--- src/rtl/preg_alloc_if.sv ---
// Bundle between the rename/commit side and preg_alloc_ctrl, including the free-list
// alloc/free ports.
interface preg_alloc_if #(
    parameter int unsigned TAG_W = 6,
    parameter int unsigned N_REQ = 2,
    parameter int unsigned N_REL = 2
);
    logic [N_REQ-1:0]       req_valid;
    logic [N_REQ-1:0]       req_gnt;
    logic [TAG_W-1:0]       req_tag;
    logic                   fl_alloc_req;
    logic                   fl_alloc_gnt;
    logic [TAG_W-1:0]       fl_alloc_tag;
    logic [N_REL-1:0]       rel_valid;
    logic [N_REL*TAG_W-1:0] rel_tag;
    logic                   rel_ready;
    logic                   fl_free_req;
    logic [TAG_W-1:0]       fl_free_tag;
    logic                   fl_full;
    logic                   drain_req;
    logic                   drain_done;
    logic                   alloc_blocked;
    logic                   err_overflow;

    modport master (
        output req_valid, fl_alloc_gnt, fl_alloc_tag, rel_valid, rel_tag, fl_full, drain_req,
        input  req_gnt, req_tag, fl_alloc_req, rel_ready, fl_free_req, fl_free_tag,
               drain_done, alloc_blocked, err_overflow
    );

    modport slave (
        input  req_valid, fl_alloc_gnt, fl_alloc_tag, rel_valid, rel_tag, fl_full, drain_req,
        output req_gnt, req_tag, fl_alloc_req, rel_ready, fl_free_req, fl_free_tag,
               drain_done, alloc_blocked, err_overflow
    );
endinterface

--- src/rtl/preg_alloc_ctrl.sv ---
// Free-list front end: round-robin alloc arbitration, release FIFO draining one tag per
// cycle, and a drain FSM that blocks allocation until all queued releases are freed.
module preg_alloc_ctrl #(
    parameter int unsigned TAG_W    = 6,
    parameter int unsigned N_REQ    = 2,
    parameter int unsigned N_REL    = 2,
    parameter int unsigned FQ_DEPTH = 4
) (
    input logic         clk,
    input logic         rst,
    preg_alloc_if.slave bus
);
    localparam int unsigned RR_W  = (N_REQ > 1) ? $clog2(N_REQ) : 1;
    localparam int unsigned PTR_W = (FQ_DEPTH > 1) ? $clog2(FQ_DEPTH) : 1;
    localparam int unsigned CNT_W = PTR_W + 1;

    typedef enum logic [1:0] {StRun, StDrain, StDone} state_e;

    state_e           state_q;
    logic             drain_done_q;
    logic             alloc_blocked_q;
    logic             err_overflow_q;
    logic [RR_W-1:0]  rr_ptr_q;
    logic [PTR_W-1:0] rd_ptr_q;
    logic [PTR_W-1:0] wr_ptr_q;
    logic [CNT_W-1:0] count_q;
    logic [CNT_W-1:0] count_d;
    logic [TAG_W-1:0] mem_q [FQ_DEPTH];

    logic [RR_W-1:0]  winner;
    logic [RR_W-1:0]  rr_ptr_next;
    logic             grant;
    logic             rel_ready;
    logic             pop;
    logic [CNT_W-1:0] push_cnt;
    logic [N_REL-1:0] wr_en;
    logic [PTR_W-1:0] wr_addr [N_REL];

    // Round-robin search starting at rr_ptr_q.
    always_comb begin
        logic             found;
        int unsigned      sum;
        logic [RR_W-1:0]  cand;
        found  = 1'b0;
        winner = rr_ptr_q;
        for (int unsigned i = 0; i < N_REQ; i++) begin
            sum  = 32'(rr_ptr_q) + i;
            cand = RR_W'(sum % N_REQ);
            if (!found && bus.req_valid[cand]) begin
                found  = 1'b1;
                winner = cand;
            end
        end
    end

    assign bus.fl_alloc_req = (|bus.req_valid) && !alloc_blocked_q;
    assign grant            = bus.fl_alloc_req && bus.fl_alloc_gnt;
    assign bus.req_tag      = bus.fl_alloc_tag;
    assign rr_ptr_next      = (winner == RR_W'(N_REQ - 1)) ? '0 : winner + 1'b1;

    always_comb begin
        bus.req_gnt = '0;
        if (grant) bus.req_gnt[winner] = 1'b1;
    end

    assign rel_ready     = (CNT_W'(FQ_DEPTH) - count_q) >= CNT_W'(N_REL);
    assign bus.rel_ready = rel_ready;

    // Valid lanes pack into consecutive slots in ascending lane order.
    always_comb begin
        push_cnt = '0;
        for (int unsigned i = 0; i < N_REL; i++) begin
            wr_addr[i] = wr_ptr_q + PTR_W'(push_cnt);
            wr_en[i]   = rel_ready && bus.rel_valid[i];
            if (wr_en[i]) push_cnt = push_cnt + CNT_W'(1);
        end
    end

    assign pop             = (count_q != '0) && !bus.fl_full;
    assign count_d         = count_q + push_cnt - CNT_W'(pop);
    assign bus.fl_free_req = pop;
    assign bus.fl_free_tag = mem_q[rd_ptr_q];

    always_ff @(posedge clk) begin
        for (int unsigned i = 0; i < N_REL; i++) begin
            if (wr_en[i]) mem_q[wr_addr[i]] <= bus.rel_tag[i*TAG_W +: TAG_W];
        end
    end

    always_ff @(posedge clk) begin
        if (rst) begin
            state_q         <= StRun;
            drain_done_q    <= 1'b0;
            alloc_blocked_q <= 1'b0;
            err_overflow_q  <= 1'b0;
            rr_ptr_q        <= '0;
            rd_ptr_q        <= '0;
            wr_ptr_q        <= '0;
            count_q         <= '0;
        end else begin
            if (grant) rr_ptr_q <= rr_ptr_next;
            rd_ptr_q     <= rd_ptr_q + PTR_W'(pop);
            wr_ptr_q     <= wr_ptr_q + PTR_W'(push_cnt);
            count_q      <= count_d;
            // A release arriving while the free list is full means a double free.
            if ((count_q != '0) && bus.fl_full) err_overflow_q <= 1'b1;
            drain_done_q <= 1'b0;
            unique case (state_q)
                StRun: begin
                    if (bus.drain_req) begin
                        state_q         <= StDrain;
                        alloc_blocked_q <= 1'b1;
                    end
                end
                StDrain: begin
                    if ((count_d == '0) && (bus.rel_valid == '0)) begin
                        state_q      <= StDone;
                        drain_done_q <= 1'b1;
                    end
                end
                StDone: begin
                    state_q         <= StRun;
                    alloc_blocked_q <= 1'b0;
                end
                default: begin
                    state_q         <= StRun;
                    alloc_blocked_q <= 1'b0;
                end
            endcase
        end
    end

    assign bus.drain_done    = drain_done_q;
    assign bus.alloc_blocked = alloc_blocked_q;
    assign bus.err_overflow  = err_overflow_q;

endmodule

--- src/flat_wrapper.sv ---
// flat-port wrapper written by rule: the top's interface ports become plain ports
module preg_alloc_ctrl_flat 
#(
    parameter int unsigned TAG_W    = 6,
    parameter int unsigned N_REQ    = 2,
    parameter int unsigned N_REL    = 2,
    parameter int unsigned FQ_DEPTH = 4
)
  (clk, rst, bus_req_valid, bus_fl_alloc_gnt, bus_fl_alloc_tag, bus_rel_valid, bus_rel_tag, bus_fl_full, bus_drain_req, bus_req_gnt, bus_req_tag, bus_fl_alloc_req, bus_rel_ready, bus_fl_free_req, bus_fl_free_tag, bus_drain_done, bus_alloc_blocked, bus_err_overflow);
  preg_alloc_if #(.TAG_W(TAG_W), .N_REQ(N_REQ), .N_REL(N_REL)) bus_i ();
  input logic clk;
  input logic rst;
  input wire logic [$bits(bus_i.req_valid)-1:0] bus_req_valid;
  input wire logic [$bits(bus_i.fl_alloc_gnt)-1:0] bus_fl_alloc_gnt;
  input wire logic [$bits(bus_i.fl_alloc_tag)-1:0] bus_fl_alloc_tag;
  input wire logic [$bits(bus_i.rel_valid)-1:0] bus_rel_valid;
  input wire logic [$bits(bus_i.rel_tag)-1:0] bus_rel_tag;
  input wire logic [$bits(bus_i.fl_full)-1:0] bus_fl_full;
  input wire logic [$bits(bus_i.drain_req)-1:0] bus_drain_req;
  output wire logic [$bits(bus_i.req_gnt)-1:0] bus_req_gnt;
  output wire logic [$bits(bus_i.req_tag)-1:0] bus_req_tag;
  output wire logic [$bits(bus_i.fl_alloc_req)-1:0] bus_fl_alloc_req;
  output wire logic [$bits(bus_i.rel_ready)-1:0] bus_rel_ready;
  output wire logic [$bits(bus_i.fl_free_req)-1:0] bus_fl_free_req;
  output wire logic [$bits(bus_i.fl_free_tag)-1:0] bus_fl_free_tag;
  output wire logic [$bits(bus_i.drain_done)-1:0] bus_drain_done;
  output wire logic [$bits(bus_i.alloc_blocked)-1:0] bus_alloc_blocked;
  output wire logic [$bits(bus_i.err_overflow)-1:0] bus_err_overflow;
  assign bus_i.req_valid = bus_req_valid;
  assign bus_i.fl_alloc_gnt = bus_fl_alloc_gnt;
  assign bus_i.fl_alloc_tag = bus_fl_alloc_tag;
  assign bus_i.rel_valid = bus_rel_valid;
  assign bus_i.rel_tag = bus_rel_tag;
  assign bus_i.fl_full = bus_fl_full;
  assign bus_i.drain_req = bus_drain_req;
  assign bus_req_gnt = bus_i.req_gnt;
  assign bus_req_tag = bus_i.req_tag;
  assign bus_fl_alloc_req = bus_i.fl_alloc_req;
  assign bus_rel_ready = bus_i.rel_ready;
  assign bus_fl_free_req = bus_i.fl_free_req;
  assign bus_fl_free_tag = bus_i.fl_free_tag;
  assign bus_drain_done = bus_i.drain_done;
  assign bus_alloc_blocked = bus_i.alloc_blocked;
  assign bus_err_overflow = bus_i.err_overflow;
  preg_alloc_ctrl #(.TAG_W(TAG_W), .N_REQ(N_REQ), .N_REL(N_REL), .FQ_DEPTH(FQ_DEPTH)) u_core (.clk(clk), .rst(rst), .bus(bus_i));
endmodule
--- config.mk ---
export PLATFORM = sky130hd
export DESIGN_NAME = preg_alloc_ctrl_flat
export DESIGN_NICKNAME = d
export VERILOG_FILES = /design/src/rtl/preg_alloc_if.sv /design/src/rtl/preg_alloc_ctrl.sv /design/src/flat_wrapper.sv
export SDC_FILE = /design/constraint.sdc
export NUM_CORES = 1
export LEC_CHECK = 0
export CORE_MARGIN = 4
export CORE_UTILIZATION = 40
export DETAILED_ROUTE_END_ITERATION = 7
export PLACE_DENSITY = 0.67
export SLEW_MARGIN = 20
export SYNTH_ARGS = -nofsm -noshare
export SYNTH_HDL_FRONTEND = slang
export SYNTH_SLANG_ARGS = --single-unit
--- constraint.sdc ---
create_clock -name clk -period 8.2 [get_ports clk]
set_input_delay 1.64 -clock clk [delete_from_list [all_inputs] [get_ports clk]]
set_output_delay 1.64 -clock clk [all_outputs]
set_load 0.05 [all_outputs]
==> results of run 1 <==
-- cell type report --
class	instances	area, um2	share of cell area (%)
sequential	37	981	39.1
multi-input combinational	96	971	38.7
timing repair buffer	34	340	13.6
clock buffer	7	86.3	3.44
tap	67	83.8	3.34
inverter	11	41.3	1.64
clock inverter	1	7.51	0.299
-- cells in the final DEF, fill, tap and decap left out, types with 2 or more instances in the layout --
master           netlist  final
mux2_1                18     18
nor2b_1                9      9
xnor2_1                3      3
mux4_2                 6      6
nor3_4                 4      4
nor4_1                 3      3
nand2_1                4      4
dfxtp_1               13     13
nand2b_1               2      2
mux2_4                 6      6
edfxtp_1              24     24
inv_1                 11     11
clkbuf_8               0      6
clkdlybuf4s50_1        0     34
a21oi_1                6      6
ha_1                  10     10
nor2_1                 8      8
nor3_1                 3      3
nand3_1                2      2
-- critical path: cells and delay by family --
family	cells	cell delay, ns
simple gates	2	0.35
buf+inv	2	1.29
-- sequential cells by signal, summed over array words and instances, names as in the netlist --
register	cells
u_core.mem_q	24
u_core.count_q	3
u_core.rd_ptr_q	2
u_core.state_q	2
u_core.wr_ptr_q	2
u_core.bus.alloc_blocked	1
u_core.bus.drain_done	1
u_core.bus.err_overflow	1
u_core.rr_ptr_q	1
-- kinds of logic (layout without fill, tap and decap cells) --
logic type | count (synthesis) | count (layout)
DFF | 37 | 37
buffers and inverters | 22 | 53
xor gates and xnor gates | 6 | 6
adders and majority gates | 11 | 11
and+or+nand+nor | 39 | 39
AOI/OAI and AO/OA | 10 | 10
muxes | 30 | 30
-- through the flow --
stage	setup WS [ns]	power [mW]	hold slack (ns)	cells
finish	3.28	1.01	0.492	253
global route	3.19	1.08	0.512	253
CTS	3.28	1.02	0.495	253
detailed placement	3.28	0.888	0.474	245
global placement	3.31	0.875	0.456	245
floorplan	3.97	0.750	0.446	155
-- final timing paths --
kind / endpoint / slack, ns / cells past startpoint
worst max-delay path: bus_req_gnt[1] / 3.28 / 4
worst min-delay path: u_core.bus.alloc_blocked / 0.49 / 1
worst max register to register: u_core.state_q[0] / 4.75 / 13
worst min register to register: u_core.bus.alloc_blocked / 0.49 / 1
-- per-layer routing --
layer  routed length, um  vias up  share of wire, %
li1                    -      617                 -
met5                   0        -                 0
met4                  35        0              0.87
met1                1700      621                42
met3                 236        5               5.9
met2                2060       37                51
-- power breakdown --
group	total, mW	switching (mW)	internal, mW	leakage, nW
Clock	0.134	0.0659	0.0683	0.0445
Combinational	0.560	0.332	0.228	0.522
Sequential	0.316	0.0346	0.282	0.330
==> run_results.csv, run 1 <==
group,metric,value,unit
run_status,outcome,"completed",
yosys,synth.most_common_cell,"edfxtp_1",
placed_design,io_buffers,34,
finish,area_growth_syn_to_layout,21.8,%
yosys,synthTopCellsByCount,"edfxtp_1 (24), mux2_1 (18), dfxtp_1 (13), inv_1 (11), ha_1 (10)",
yosys,synth_top_area_share,35.0,%
global_route,gr-usage-met3,4.74,%
setup_path,crit_start,"bus_fl_alloc_gnt",
global_route,use_met2,24.1,%
yosys,postSynthAreaPerCell,13.3,um2
clock_tree,clk_pin_slew,0.07,ns
timing,skew,0.00733,ns
clock_tree,ctsResizeCount,0,
yosys,synth-main-ff-cell,"edfxtp_1",
timing,fin_crit,4.92,ns
yosys,synth_top_family_by_area,"multiplexers",
placed_design,hpwl,2890,um
pwr,p_leak,0.897,nW
timing,worst_pin_slew,0.778,ns
finish,drive_gt1_share,15.1,%
drt,drt_first_iter_violations,83,
yosys,netlist_top_cells_area,"edfxtp_1 (35%), dfxtp_1 (13%), mux2_1 (9.8%), mux4_2 (6.6%), ha_1 (6.1%)",
yosys,synth_top_area_cell,"edfxtp_1",
setup_path,worstPathCellList,"clkdlybuf4s50_1, nor2b_1, and3_1, clkdlybuf4s50_1",
drt,drc_errors,0,
clock_tree,htreeDepth,2,
drt,wl_per_cell,15.9,um
timing,setup_violations,0,
yosys,synthArstFlopShare,0,%
finish,nNetsFinal,223,
timing,slew-limit-headroom,48.1,%
yosys,yosys.cell_types.count,32,
floorplan,rows,25,
finish,final_cell_area,2510,um2
yosys,ys_seq_area_share,47.6,%
timing,finalSetupTns,0,ns
setup_path,cp_common_cell,"clkdlybuf4s50_1",
yosys,synth.net_count,193,
pwr,power_density,402,nW/um2
drt,viasPerCell,5.06,
drt,ant_nets,0,
placed_design,gp_congestion,0.776,
drt,drtPass1Iterations,4,
setup_path,r2r_start,"u_core.count_q[0]",
global_route,grt_usage,13.6,%
global_route,grt_first_pass_wirelength,6510,um
pwr,ir_worst_vdd,0.000182,V
clock_tree,cts_buffers,5,
setup_path,critical_path_class,"in2out",
placed_design,placed_area,2420,um2
floorplan,die_y,79.8,um
timing,fmax,203,MHz
global_route,overflow,0,
clock_tree,post-cts-setup-buffers,0,
global_route,grt_use_met1,15.7,%
yosys,ys_seq_elements,37,
clock_tree,cts_sinks,37,
setup_path,crit_path_end_kind,"output pin",
yosys,synth_compound_area_share,3.34,%
timing,drv_slew,0,
timing,rsz0062_at_grt,"false",
yosys,synthMuxAreaShare,20.8,%
global_route,antenna_found_initial,0,
global_route,grt_max_degree,14,
min_path,worstHoldStart,"u_core.state_q[1]",
setup_path,required,6.56,ns
setup_path,crit_slowest_cell,"clkdlybuf4s50_1",
clock_tree,cts_tree,"built",
clock_tree,root_buffer,"clkbuf_8",
clock_tree,cts_hold_buffers,0,
setup_path,crit_fanout,2,
global_route,grt_pass1_vias,1353,
setup_path,startpoint_type,"input pin",
finish,fillers,405,
flow_run,maxCapViolCount,0,
global_route,busiest_layer,"met2",
setup_path,max_stage_delay,0.81,ns
drt,wirelength,4030,um
floorplan,core_area,4850,um2
yosys,synthSimpleGateAreaFrac,12.7,%
floorplan,ios,47,
floorplan,die-area,6370,um2
yosys,netlist_instances,155,
yosys,yosysWarnings,0,
floorplan,die_width,79.8,um
yosys,synth_adder_area_share,7.04,%
timing,hold_violations,0,
clock_tree,cts.path.max_buffers,2,
yosys,synth_xor_area_share,3.28,%
yosys,synth-edff-count,24,
setup_path,crit_arrival,3.28,ns
timing,finalCritPeriodShare,60.0,%
finish,fin_util,51.8,%
floorplan,start_util,42.5,%
min_path,min_path_type,"reg2reg",
clock_tree,insertion_delay,0.29,ns
yosys,synth_area,2060,um2
finish,n_antenna_cell,0,
drt,vias,1280,
No activity file was read; power rests on OpenSTA's default activity.
==> run 2: changes to the inputs <==
--- a/config.mk
+++ b/config.mk
@@ -8,7 +8,7 @@
 export CORE_MARGIN = 4
 export CORE_UTILIZATION = 40
 export DETAILED_ROUTE_END_ITERATION = 7
-export PLACE_DENSITY = 0.67
+export PLACE_DENSITY = 0.7
 export SLEW_MARGIN = 20
 export SYNTH_ARGS = -nofsm -noshare
 export SYNTH_HDL_FRONTEND = slang
==> constraint.sdc (replaced) <==
create_clock -name clk -period 4.2 [get_ports clk]
set_input_delay 0.84 -clock clk [delete_from_list [all_inputs] [get_ports clk]]
set_output_delay 0.84 -clock clk [all_outputs]
set_load 0.05 [all_outputs]
==> run 2 against run 1 <==
Die area unchanged. Critical endpoint is now u_core.state_q[0]. Clock skew up 0.0034 ns. Largest power group unchanged. Register-to-register slack worse by 4.0 ns.
==> run_results.csv, run 2 (synthesis gave the netlist of run 1 again) <==
group,metric,value,unit
run_status,outcome,"completed",
drt,drc_errors,0,
global_route,antenna_found_initial,0,
timing,fin_crit,3.43,ns
floorplan,start_util,42.5,%
finish,largest_reg_flops,24,
pwr,p_clk_share,13.4,%
pwr,ir_worst_vdd,0.000515,V
timing,fmax,292,MHz
setup_path,crit_path_end_kind,"flip-flop",
timing,slew-limit-headroom,47.4,%
timing,worst_pin_slew,0.788,ns
placed_design,dp_slack,0.638,ns
timing,final.setup.worst_slack,0.773,ns
drt,wirelength,4170,um
pwr,switchingPower,0.855,mW
timing,setup_violations,0,
drt,ant_nets,0,
setup_path,path_buf_inv,3,
clock_tree,root_buffer,"clkbuf_8",
setup_path,cp_common_cell,"ha_1",
floorplan,core_area,4850,um2
pwr,p_leak,0.897,nW
setup_path,required,4.38,ns
drt,drtPass1Iterations,4,
drt,drt_first_iter_violations,35,
global_route,grt_usage,14.4,%
finish,area_growth_syn_to_layout,21.8,%
timing,rsz0062_at_grt,"false",
setup_path,reg2reg_slack,0.77,ns
finish,final_common_cell,"clkdlybuf4s50_1",
clock_tree,cts_hold_buffers,0,
timing,finalCritPeriodShare,81.6,%
timing,skew,0.0108,ns
floorplan,die-area,6370,um2
clock_tree,clk_pin_slew,0.07,ns
finish,n_antenna_cell,0,
drt,viasPerCell,5.06,
clock_tree,htreeDepth,2,
flow_run,maxCapViolCount,0,
pwr,power_density,789,nW/um2
finish,final_cell_mix,"clkdlybuf4s50_1 (34), edfxtp_1 (24), mux2_1 (18), dfxtp_1 (13), inv_1 (11)",
finish,fin_cells,253,
finish,drive_gt1_share,15.1,%
clock_tree,cts.path.max_buffers,2,
clock_tree,cts_sinks,37,
timing,drv_slew,0,
global_route,grt_first_pass_wirelength,6840,um
placed_design,io_buffers,34,
pwr,power_switching_share,43.1,%
timing,finalSetupTns,0,ns
setup_path,cp_top_family,"adder cells",
global_route,grt_max_degree,14,
setup_path,crit_slowest_cell,"nor3b_4",
placed_design,hpwl,3090,um
drt,wl_per_cell,16.5,um
placed_design,placed_area,2420,um2
floorplan,die_width,79.8,um
pwr,combPwrFrac,55.4,%
timing,hold_violations,0,
global_route,overflow,0,
clock_tree,post-cts-setup-buffers,0,
min_path,min_path_type,"reg2reg",
drt,vias,1280,
finish,fillers,433,
floorplan,die_y,79.8,um
placed_design,gp_congestion,0.823,
finish,final_cell_area,2510,um2
clock_tree,ctsResizeCount,0,
setup_path,startpoint_type,"flip-flop",
floorplan,ios,47,
setup_path,crit_arrival,3.61,ns
setup_path,worstPathCellList,"inv_1, ha_1, ha_1, nor3b_4, nor2b_1, ha_1, inv_1, ha_1, inv_1, fa_1, nor4_1, nand2_1, o221a_2",
clock_tree,cts_buffers,5,
global_route,grt_pass1_vias,1418,
pwr,p_seq_share,31.2,%
setup_path,max_stage_delay,0.59,ns
floorplan,rows,25,
setup_path,crit_fanout,11,
finish,nNetsFinal,223,
placed_design,place_inst,245,
pwr,p_int,1.13,mW
setup_path,critical_path_class,"reg2reg",
clock_tree,insertion_delay,0.29,ns
clock_tree,cts_tree,"built",
## run 2: cell counts in the layout (fill, tap and decap cells not counted)
No cell type changed its count.
## run 2: layout make-up
class | count | area [um2] | share of cell area, %
multi-input combinational | 96 | 971 | 38.7
timing repair buffer | 34 | 340 | 13.6
inverter | 11 | 41.3 | 1.64
clock buffer | 7 | 86.3 | 3.44
sequential | 37 | 981 | 39.1
clock inverter | 1 | 7.51 | 0.299
tap | 67 | 83.8 | 3.34
## run 2: metrics by stage
stage / util, % / hold WS [ns] / power, mW
global route: 51.8 / 0.519 / 2.12
CTS: 51.8 / 0.484 / 2.01
floorplan: - / 0.446 / 1.46
finish: 51.8 / 0.480 / 1.98
detailed placement: 49.9 / 0.462 / 1.74
global placement: 49.9 / 0.455 / 1.70
## run 2: layer usage
metal  GRT usage [%]  wire [um]
met1            16.7       1710
met5               0          0
met4            4.90         75
met2            24.7       2080
met3            5.08        304
## run 2: tightest hold or removal path: stages (launching register included)
cell and delay, ns:
dfxtp_1 0.33, a21oi_1 0.05, nor2_1 0.07
## run 2: power groups by stage
stage               clock network (mW)  logic [mW]  registers, mW
finish                           0.265        1.10          0.618
global route                     0.290        1.19          0.634
global placement                     0        1.08          0.619
detailed placement                   0        1.11          0.630
CTS                              0.272        1.12          0.621
floorplan                            0       0.867          0.597
## run 2: final timing paths
path                                 from                 endpoint  cells after the start
hold reg to reg   u_core.bus.err_overflow  u_core.bus.err_overflow                      2
setup reg to reg        u_core.count_q[1]        u_core.state_q[0]                     13
hold / removal    u_core.bus.err_overflow  u_core.bus.err_overflow                      2
setup / recovery        u_core.count_q[1]        u_core.state_q[0]                     13
